## src/rtl/pw_lockout_ctrl_if.sv

```systemverilog
// Keypad-side signal bundle for pw_lockout_ctrl.
//   master : drives char_in/enter/relock and observes the status outputs.
//   slave  : the lock controller.
// Signals: char_in (character), enter (level button), relock (level),
//          open, wrong, locked_out, char_idx, fail_cnt (status).
interface pw_lockout_ctrl_if #(
  parameter int PW_WIDTH  = 8,
  parameter int PW_LEN    = 4,
  parameter int MAX_TRIES = 3
);
  localparam int IDX_W = (PW_LEN > 1) ? $clog2(PW_LEN) : 1;
  localparam int CNT_W = $clog2(MAX_TRIES + 1);

  logic [PW_WIDTH-1:0] char_in;
  logic                enter;
  logic                relock;
  logic                open;
  logic                wrong;
  logic                locked_out;
  logic [IDX_W-1:0]    char_idx;
  logic [CNT_W-1:0]    fail_cnt;

  modport master (
    output char_in, enter, relock,
    input  open, wrong, locked_out, char_idx, fail_cnt
  );

  modport slave (
    input  char_in, enter, relock,
    output open, wrong, locked_out, char_idx, fail_cnt
  );
endinterface

```

## src/rtl/pw_lockout_ctrl.sv

```systemverilog
// Password lock with retry lockout.
// Characters are submitted on rising edges of enter; after PW_LEN characters
// the attempt either unlocks or counts as a failure. MAX_TRIES consecutive
// failures lock the keypad out for LOCKOUT_CYCLES clocks.
// Ports: clk, reset_n (async active-low), bus (pw_lockout_ctrl_if.slave).
//
// state   | meaning
// --------+--------------------------------------------------
// ENTRY   | collecting characters of an attempt
// UNLOCK  | password accepted, open=1 until relock
// LOCKOUT | too many failures, keypad ignored until timer ends
module pw_lockout_ctrl #(
  parameter int                         PW_WIDTH       = 8,
  parameter int                         PW_LEN         = 4,
  parameter logic [PW_WIDTH*PW_LEN-1:0] PASSWORD       = 32'h48454C4F,
  parameter int                         MAX_TRIES      = 3,
  parameter int                         LOCKOUT_CYCLES = 1024
) (
  input  logic                 clk,
  input  logic                 reset_n,
  pw_lockout_ctrl_if.slave     bus
);
  localparam int IDX_W = (PW_LEN > 1) ? $clog2(PW_LEN) : 1;
  localparam int CNT_W = $clog2(MAX_TRIES + 1);
  localparam int TMR_W = $clog2(LOCKOUT_CYCLES);

  localparam logic [IDX_W-1:0] LAST_IDX  = IDX_W'(PW_LEN - 1);
  localparam logic [CNT_W-1:0] LAST_FAIL = CNT_W'(MAX_TRIES - 1);
  localparam logic [TMR_W-1:0] TMR_LOAD  = TMR_W'(LOCKOUT_CYCLES - 1);

  typedef enum logic [1:0] {ENTRY, UNLOCK, LOCKOUT} state_t;

  state_t             state_q, state_d;
  logic               enter_q;
  logic [IDX_W-1:0]   idx_q, idx_d;
  logic               mis_q, mis_d;
  logic [CNT_W-1:0]   fail_q, fail_d;
  logic [TMR_W-1:0]   timer_q, timer_d;
  logic               wrong_q, wrong_d;

  logic [PW_WIDTH-1:0] exp_char;
  logic                accept;
  logic                char_bad;

  always_ff @(posedge clk or negedge reset_n) begin
    if (!reset_n) begin
      state_q <= ENTRY;
      // Resetting to 1 means a button held through reset needs a fresh press.
      enter_q <= 1'b1;
      idx_q   <= '0;
      mis_q   <= 1'b0;
      fail_q  <= '0;
      timer_q <= '0;
      wrong_q <= 1'b0;
    end else begin
      state_q <= state_d;
      enter_q <= bus.enter;
      idx_q   <= idx_d;
      mis_q   <= mis_d;
      fail_q  <= fail_d;
      timer_q <= timer_d;
      wrong_q <= wrong_d;
    end
  end

  // First character lives in the most significant slice of PASSWORD.
  always_comb begin
    exp_char = '0;
    for (int i = 0; i < PW_LEN; i++) begin
      if (idx_q == IDX_W'(i))
        exp_char = PASSWORD[(PW_LEN-1-i)*PW_WIDTH +: PW_WIDTH];
    end
  end

  assign accept   = (state_q == ENTRY) && bus.enter && !enter_q && !bus.relock;
  assign char_bad = (bus.char_in != exp_char);

  always_comb begin
    state_d = state_q;
    idx_d   = idx_q;
    mis_d   = mis_q;
    fail_d  = fail_q;
    timer_d = timer_q;
    wrong_d = wrong_q;
    case (state_q)
      ENTRY: begin
        if (bus.relock) begin
          idx_d = '0;
          mis_d = 1'b0;
        end else if (accept) begin
          if (idx_q != LAST_IDX) begin
            idx_d = idx_q + 1'b1;
            mis_d = mis_q | char_bad;
            if (idx_q == '0)
              wrong_d = 1'b0;
          end else begin
            idx_d = '0;
            mis_d = 1'b0;
            if (!(mis_q | char_bad)) begin
              state_d = UNLOCK;
              fail_d  = '0;
              wrong_d = 1'b0;
            end else begin
              wrong_d = 1'b1;
              fail_d  = fail_q + 1'b1;
              if (fail_q == LAST_FAIL) begin
                state_d = LOCKOUT;
                timer_d = TMR_LOAD;
              end
            end
          end
        end
      end
      UNLOCK: begin
        if (bus.relock) begin
          state_d = ENTRY;
          idx_d   = '0;
          mis_d   = 1'b0;
          fail_d  = '0;
        end
      end
      LOCKOUT: begin
        if (timer_q == '0) begin
          state_d = ENTRY;
          fail_d  = '0;
        end else begin
          timer_d = timer_q - 1'b1;
        end
      end
      default: state_d = ENTRY;
    endcase
  end

  assign bus.open       = (state_q == UNLOCK);
  assign bus.locked_out = (state_q == LOCKOUT);
  assign bus.wrong      = wrong_q;
  assign bus.char_idx   = idx_q;
  assign bus.fail_cnt   = fail_q;
endmodule

```

## src/flat_wrapper.sv

```systemverilog
// flat-port wrapper written by rule: the top's interface ports become plain ports
module pw_lockout_ctrl_flat 
#(
  parameter int                         PW_WIDTH       = 8,
  parameter int                         PW_LEN         = 4,
  parameter logic [PW_WIDTH*PW_LEN-1:0] PASSWORD       = 32'h48454C4F,
  parameter int                         MAX_TRIES      = 3,
  parameter int                         LOCKOUT_CYCLES = 1024
)
  (clk, reset_n, bus_char_in, bus_enter, bus_relock, bus_open, bus_wrong, bus_locked_out, bus_char_idx, bus_fail_cnt);
  pw_lockout_ctrl_if #(.PW_WIDTH(PW_WIDTH), .PW_LEN(PW_LEN), .MAX_TRIES(MAX_TRIES)) bus_i ();
  input  logic clk;
  input  logic reset_n;
  input wire logic [$bits(bus_i.char_in)-1:0] bus_char_in;
  input wire logic [$bits(bus_i.enter)-1:0] bus_enter;
  input wire logic [$bits(bus_i.relock)-1:0] bus_relock;
  output wire logic [$bits(bus_i.open)-1:0] bus_open;
  output wire logic [$bits(bus_i.wrong)-1:0] bus_wrong;
  output wire logic [$bits(bus_i.locked_out)-1:0] bus_locked_out;
  output wire logic [$bits(bus_i.char_idx)-1:0] bus_char_idx;
  output wire logic [$bits(bus_i.fail_cnt)-1:0] bus_fail_cnt;
  assign bus_i.char_in = bus_char_in;
  assign bus_i.enter = bus_enter;
  assign bus_i.relock = bus_relock;
  assign bus_open = bus_i.open;
  assign bus_wrong = bus_i.wrong;
  assign bus_locked_out = bus_i.locked_out;
  assign bus_char_idx = bus_i.char_idx;
  assign bus_fail_cnt = bus_i.fail_cnt;
  pw_lockout_ctrl #(.PW_WIDTH(PW_WIDTH), .PW_LEN(PW_LEN), .PASSWORD(PASSWORD), .MAX_TRIES(MAX_TRIES), .LOCKOUT_CYCLES(LOCKOUT_CYCLES)) u_core (.clk(clk), .reset_n(reset_n), .bus(bus_i));
endmodule
```

## config.mk

```make
export PLATFORM = sky130hd
export DESIGN_NAME = pw_lockout_ctrl_flat
export DESIGN_NICKNAME = d
export VERILOG_FILES = /design/src/rtl/pw_lockout_ctrl_if.sv /design/src/rtl/pw_lockout_ctrl.sv /design/src/flat_wrapper.sv
export SDC_FILE = /design/constraint.sdc
export NUM_CORES = 1
export LEC_CHECK = 0
export CAP_MARGIN = 0
export CORE_UTILIZATION = 45
export CTS_BUF_LIST = sky130_fd_sc_hd__clkbuf_2 sky130_fd_sc_hd__clkbuf_4 sky130_fd_sc_hd__clkbuf_8
export CTS_CLUSTER_DIAMETER = 200
export CTS_CLUSTER_SIZE = 40
export DETAILED_ROUTE_END_ITERATION = 10
export PLACE_DENSITY = 0.68
export SYNTH_ARGS = -nofsm -noshare
export SYNTH_HDL_FRONTEND = slang
export SYNTH_SLANG_ARGS = --single-unit
export TNS_END_PERCENT = 20
```

## constraint.sdc

```tcl
create_clock -name clk -period 2.8 [get_ports clk]
set_input_delay 0.56 -clock clk [delete_from_list [all_inputs] [get_ports clk]]
set_output_delay 0.56 -clock clk [all_outputs]
set_load 0.02 [all_outputs]
```

---- Word-level counts from Yosys, hierarchy flattened ----
Cells that the tools add are included.
word-level totals
  register bits ........................... 19
  input port bits ......................... 12
cells by class
  $add $sub $neg .......................... 3
  equal/unequal tests ..................... 19
  mux-type cells .......................... 36
  bitwise gates (word level) .............. 2
  reduce and logical (&&, ||, !) cells .... 16
operator list
  operator                                                count
  2-to-1 mux 10 bit                                       6
  2-to-1 mux 2 bit                                        14
  2-to-1 mux 7 bit                                        4
  one-hot mux 10 bit (2 select lines)                     1
  inequality test 2 bit (second input constant)           8
  one-hot mux 2 bit (3 select lines)                      2
  AND reduction 6 bit                                     2
  logical NOT 10 bit                                      1
  subtractor 10 x 1 -> 10 bit (second input constant)     1
  equality test 2 bit (second input constant)             4
  inequality test 8 x 7 -> 1 bit                          1
  2-to-1 mux 1 bit                                        7
  AND reduction 7 bit                                     1
  adder 2 x 1 -> 2 bit (second input constant)            2
  equality test 2 x 1 -> 1 bit (second input constant)    2
  logical NOT 2 bit                                       2
  inequality test 2 x 1 -> 1 bit (second input constant)  2
  one-hot mux 2 bit (2 select lines)                      1
  AND reduction 4 bit                                     1
  nonzero test 2 bit                                      2
  logical AND 1 bit                                       3
  inequality test 3 x 2 -> 1 bit (second input constant)  1
  inequality test 3 bit (second input constant)           1
  AND reduction 3 bit                                     1
  5 further kinds                                         6

---- Longest topological paths before layout ----
  depth in word-level cells ............... 12
  gate-level depth with buffers ........... 10

---- Least setup slack after synthesis ----
OpenSTA, ideal clock, no wires.
  path type ............................... register to register
  start ................................... register u_core.idx_q[0], in the netlist u_core.bus.char_idx[0]
  end ..................................... register u_core.timer_q[7]
  arrival time ............................ 2.352 ns
  required time ........................... 2.675 ns
  slack ................................... 0.323 ns
  cell stages (with the launch flop) ...... 9
  clock period less this slack ............ 2.477 ns
  cell sequence ........................... dfrtp_1 -> ha_1 -> buf_2 -> or3b_1 -> a311oi_2 -> o211ai_4 -> and2_4 -> buf_6 -> mux2_4
on the way
  cells in the longest elaborated chain, start to end .. 9
RTL lines
  element                          RTL line               RTL
  start: declaration               pw_lockout_ctrl.sv:35  logic [IDX_W-1:0] idx_q, idx_d;
  start signal: assignment         pw_lockout_ctrl.sv:58  idx_q <= idx_d;
  logical NOT 2 bit                pw_lockout_ctrl.sv:70  if (idx_q == IDX_W'(i))
  2-to-1 mux 7 bit (4 in series)   pw_lockout_ctrl.sv:70
  inequality test 8 x 7 -> 1 bit   pw_lockout_ctrl.sv:76  assign char_bad = (bus.char_in != exp_char);
  OR 1 bit                         pw_lockout_ctrl.sv:99  if (!(mis_q | char_bad)) begin
  inequality test 2 bit (no line)  --
  AND reduction 7 bit (no line) *  --
  end signal: assignment           pw_lockout_ctrl.sv:61  timer_q <= timer_d;
  end: declaration                 pw_lockout_ctrl.sv:38  logic [TMR_W-1:0] timer_q, timer_d;
Mark *: on every way between the ends. The rest lies on a longest branch, timed or not.
A chain may end at the register's enable or synchronous reset.

---- Worst setup path in the final report ----
  start ................................... register u_core.state_q[0]
  end ..................................... output port bus_locked_out
on the way
  cells in the longest elaborated chain, start to end .. 1
RTL lines
  element                   RTL line                RTL
  start: declaration        pw_lockout_ctrl.sv:33   state_t state_q, state_d;
  start signal: assignment  pw_lockout_ctrl.sv:56   state_q <= state_d;
  equality test 2 bit       pw_lockout_ctrl.sv:135  assign bus.locked_out = (state_q == LOCKOUT);
  end: declaration          flat_wrapper.sv:19      output wire logic [$bits(bus_i.locked_out)-1:0] bus_locked_out;
Every way passes these cells.

==> impl_metrics.csv <==
group,metric,value,unit
outcome,status,"finished with violations",
outcome,violations,"DRC",
synthesis,synth.yosys.warnings,0,
final_layout,drive_gt1_share,9.82,%
timing,maxSlewViolCount,0,
detailed_routing,firstDrtPassIters,8,
die,ioPinCount,19,
min_path,hold_class,"reg -> reg",
detailed_routing,drtIter0Drc,66,
power,pwr-share-clk,11.1,%
power,intPower,0.795,mW
detailed_routing,finalWirelength,2.88,mm
place,dpl.hpwl,2.12,mm
global_routing,grtUsageMet2,33.0,%
synthesis,yosysSeqAreaShare,35.2,%
job,drv.max_cap_violation_count,0,
worst_setup_path,cp-start-kind,"flip-flop",
power,ir_worst_vdd,0.565,mV
clock_network,path_clk_slew,0.12,ns
clock_network,insertion_delay,0.31,ns
timing,fin_skew,0.00751,ns
global_routing,grt_max_degree,20,
detailed_routing,vias_per_cell,5.97,
final_layout,fill_cells,256,
global_routing,antenna_found_initial,0,
clock_network,cts_setup_buffers,0,
clock_network,htreeDepth,1,
place,pre_cts_ws,0.165,ns
global_routing,grt.overflow.total,0,
clock_network,numCtsBuffers,3,
place,place_area,1570,um2
synthesis,synth-edff-count,0,
synthesis,yosysTopAreaCell,"dfrtp_1",
global_routing,grtUsageTotal,20.3,%
synthesis,yosys-top-cells-count,"18 x dfrtp_1, 12 x ha_1, 10 x inv_1, 10 x nor3_1",
synthesis,syn_area,1350,um2
clock_network,clock-sinks,19,
global_routing,grt.busiest_layer,"met2",
synthesis,synth_fp_nets,167,
detailed_routing,drt-wirelength-per-cell,14.9,um
die,die_area,3230,um2
clock_network,cts_resized,0,
power,power,1.41,mW
clock_network,cts_hold_buf,0,
clock_network,cts.path.max_buffers,2,
power,p_leak,0.661,nW
global_routing,grt_use_met3,2.30,%
synthesis,post_synth.cell_area_avg,9.47,um2
timing,finalCritPeriodShare,91.4,%
timing,timing.fmax,391,MHz
synthesis,postSynth.asyncResetShare,100,%
worst_setup_path,critPathCaptureType,"output pin",
global_routing,grt_util_met1,27.5,%
clock_network,root_buffer,"clkbuf_4",
timing,worst_slew_pin_slew,0.869,ns
timing,finalHoldViolations,0,
power,p_per_area,882,nW/um2
detailed_routing,post-route-drc-count,4,
global_routing,grt_pass1_vias,1142,
power,switching_power,0.615,mW
timing,fin_crit,2.56,ns
synthesis,synth_top_area_share,33.3,%
detailed_routing,drtAntennaViolNets,0,
synthesis,synth_cell_type_count,40,
worst_setup_path,crit_arrival,2.00,ns
synthesis,yosysMostFrequentCell,"dfrtp_1",
place,gp_congestion,0.761,
timing,rsz0062_at_grt,"no",
die,start_util,48.3,%
power,sw_frac_of_total,43.6,%
power,p_seq_share,37.0,%
clock_network,cts_tree,"yes",
die,rows,19,
synthesis,yosys-top-cells-area,"dfrtp_1 33%, ha_1 11%, a211oi_1 3.9%",
worst_setup_path,crit_required,2.24,ns
synthesis,synth-seq-cells,19,
global_routing,grt_pass1_wl,5.06,mm
die,die_h,56.9,um
synthesis,synth_cells,143,
detailed_routing,dr_total_vias,1159,
final_layout,area_growth,18.0,%
worst_setup_path,crit_type,"reg -> out",
timing,maxSlewHeadroom,41.9,%
final_layout,layout.nets,188,
final_layout,final_cell_area,1600,um2
timing,setup_tns,0,ns
synthesis,synthFlopType,"dfrtp_1",
place,io_buffers,18,
timing,setup_violations,0,
timing,layout_setup_ws,0.242,ns
power,comb_power_share,52.0,%
final_layout,n_antenna_cell,0,
die,coreArea,2810,um2
worst_setup_path,cp_max_fo,14,
die,fp.dieW,56.9,um
==> flip-flops by register name, summed over array words and instances, names as in the netlist <==
register	cells
u_core.mis_q	1
u_core.enter_q	1
u_core.bus.fail_cnt	2
u_core.state_q	2
u_core.bus.char_idx	2
u_core.timer_q	10
u_core.bus.wrong	1
==> logic make-up (layout without fill, tap and decap cells) <==
family                   after synthesis  count (layout)  synth area share [%]
adder cells (fa/ha/maj)               12              12                  11.1
buffers and inverters                 16              36                  5.08
XOR/XNOR                               4               4                  2.59
flip-flops                            19              19                  35.2
multiplexers                           3               3                  2.77
AND/OR/NAND/NOR                       55              55                  25.0
AO/OA/AOI/OAI                         34              34                  18.2
==> routing by layer <==
metal,routed length [um],up-vias
met3,139,5
met2,1410,37
met1,1290,545
met4,41,0
li1,-,572
met5,0,-
==> stage by stage <==
stage	hold WS, ns	util [%]	std cells
global route	0.545	57.0	194
finish	0.495	57.0	194
detailed placement	0.473	55.9	190
CTS	0.500	57.0	194
floorplan	0.264	-	143
global placement	0.471	55.9	190
==> power groups by stage <==
stage	Sequential (mW)	Clock (mW)	Combinational, mW
6_report	0.521	0.156	0.732
5_1_grt	0.544	0.172	0.817
4_1_cts	0.520	0.163	0.738
3_5_place_dp	0.526	0	0.733
3_3_place_gp	0.515	0	0.705
2_1_floorplan	0.524	0	0.506
==> placed cells by master (no fill, tap or decap), types with 5 or more instances in the layout <==
| cell | netlist | routed |
|---|---|---|
| a211oi_1 | 7 | 7 |
| a21oi_1 | 8 | 8 |
| and3_1 | 7 | 7 |
| clkdlybuf4s50_1 | 0 | 18 |
| dfrtp_1 | 18 | 18 |
| ha_1 | 12 | 12 |
| inv_1 | 10 | 10 |
| nand2_1 | 8 | 8 |
| nor2b_1 | 5 | 5 |
| nor3_1 | 10 | 10 |
| o21ai_0 | 5 | 5 |
==> worst max-delay path, stage by stage (launching register included) <==
cell             delay (ns)
dfrtp_1                0.45
inv_1                  0.11
ha_1                   0.43
clkdlybuf4s50_1        0.70
==> area by class of cell <==
type,count,area (um2),share of cell area [%]
Clock buffer,4,30.0,1.88
Inverter,11,41.3,2.58
Multi-Input combinational cell,108,808,50.6
Sequential cell,19,477,29.8
Tap cell,31,38.8,2.43
Timing Repair Buffer,21,203,12.7
==> path summary, 6_finish.rpt <==
kind	start	to	slack [ns]	depth (start not counted)
max reg2reg	u_core.bus.char_idx[0]$_DFFE_PN0P_	u_core.timer_q[7]$_DFFE_PN0P_	0.38	6
max in group asynchronous	reset_n	u_core.bus.wrong$_DFFE_PN0P_	1.53	1
min in group asynchronous	reset_n	u_core.timer_q[6]$_DFFE_PN0P_	0.74	1
min	u_core.mis_q$_DFFE_PN0P_	u_core.mis_q$_DFFE_PN0P_	0.49	2
max	u_core.state_q[0]$_DFFE_PN0P_	bus_locked_out	0.24	3
min reg2reg	u_core.mis_q$_DFFE_PN0P_	u_core.mis_q$_DFFE_PN0P_	0.49	2
No activity file was read; power rests on OpenSTA's default activity.
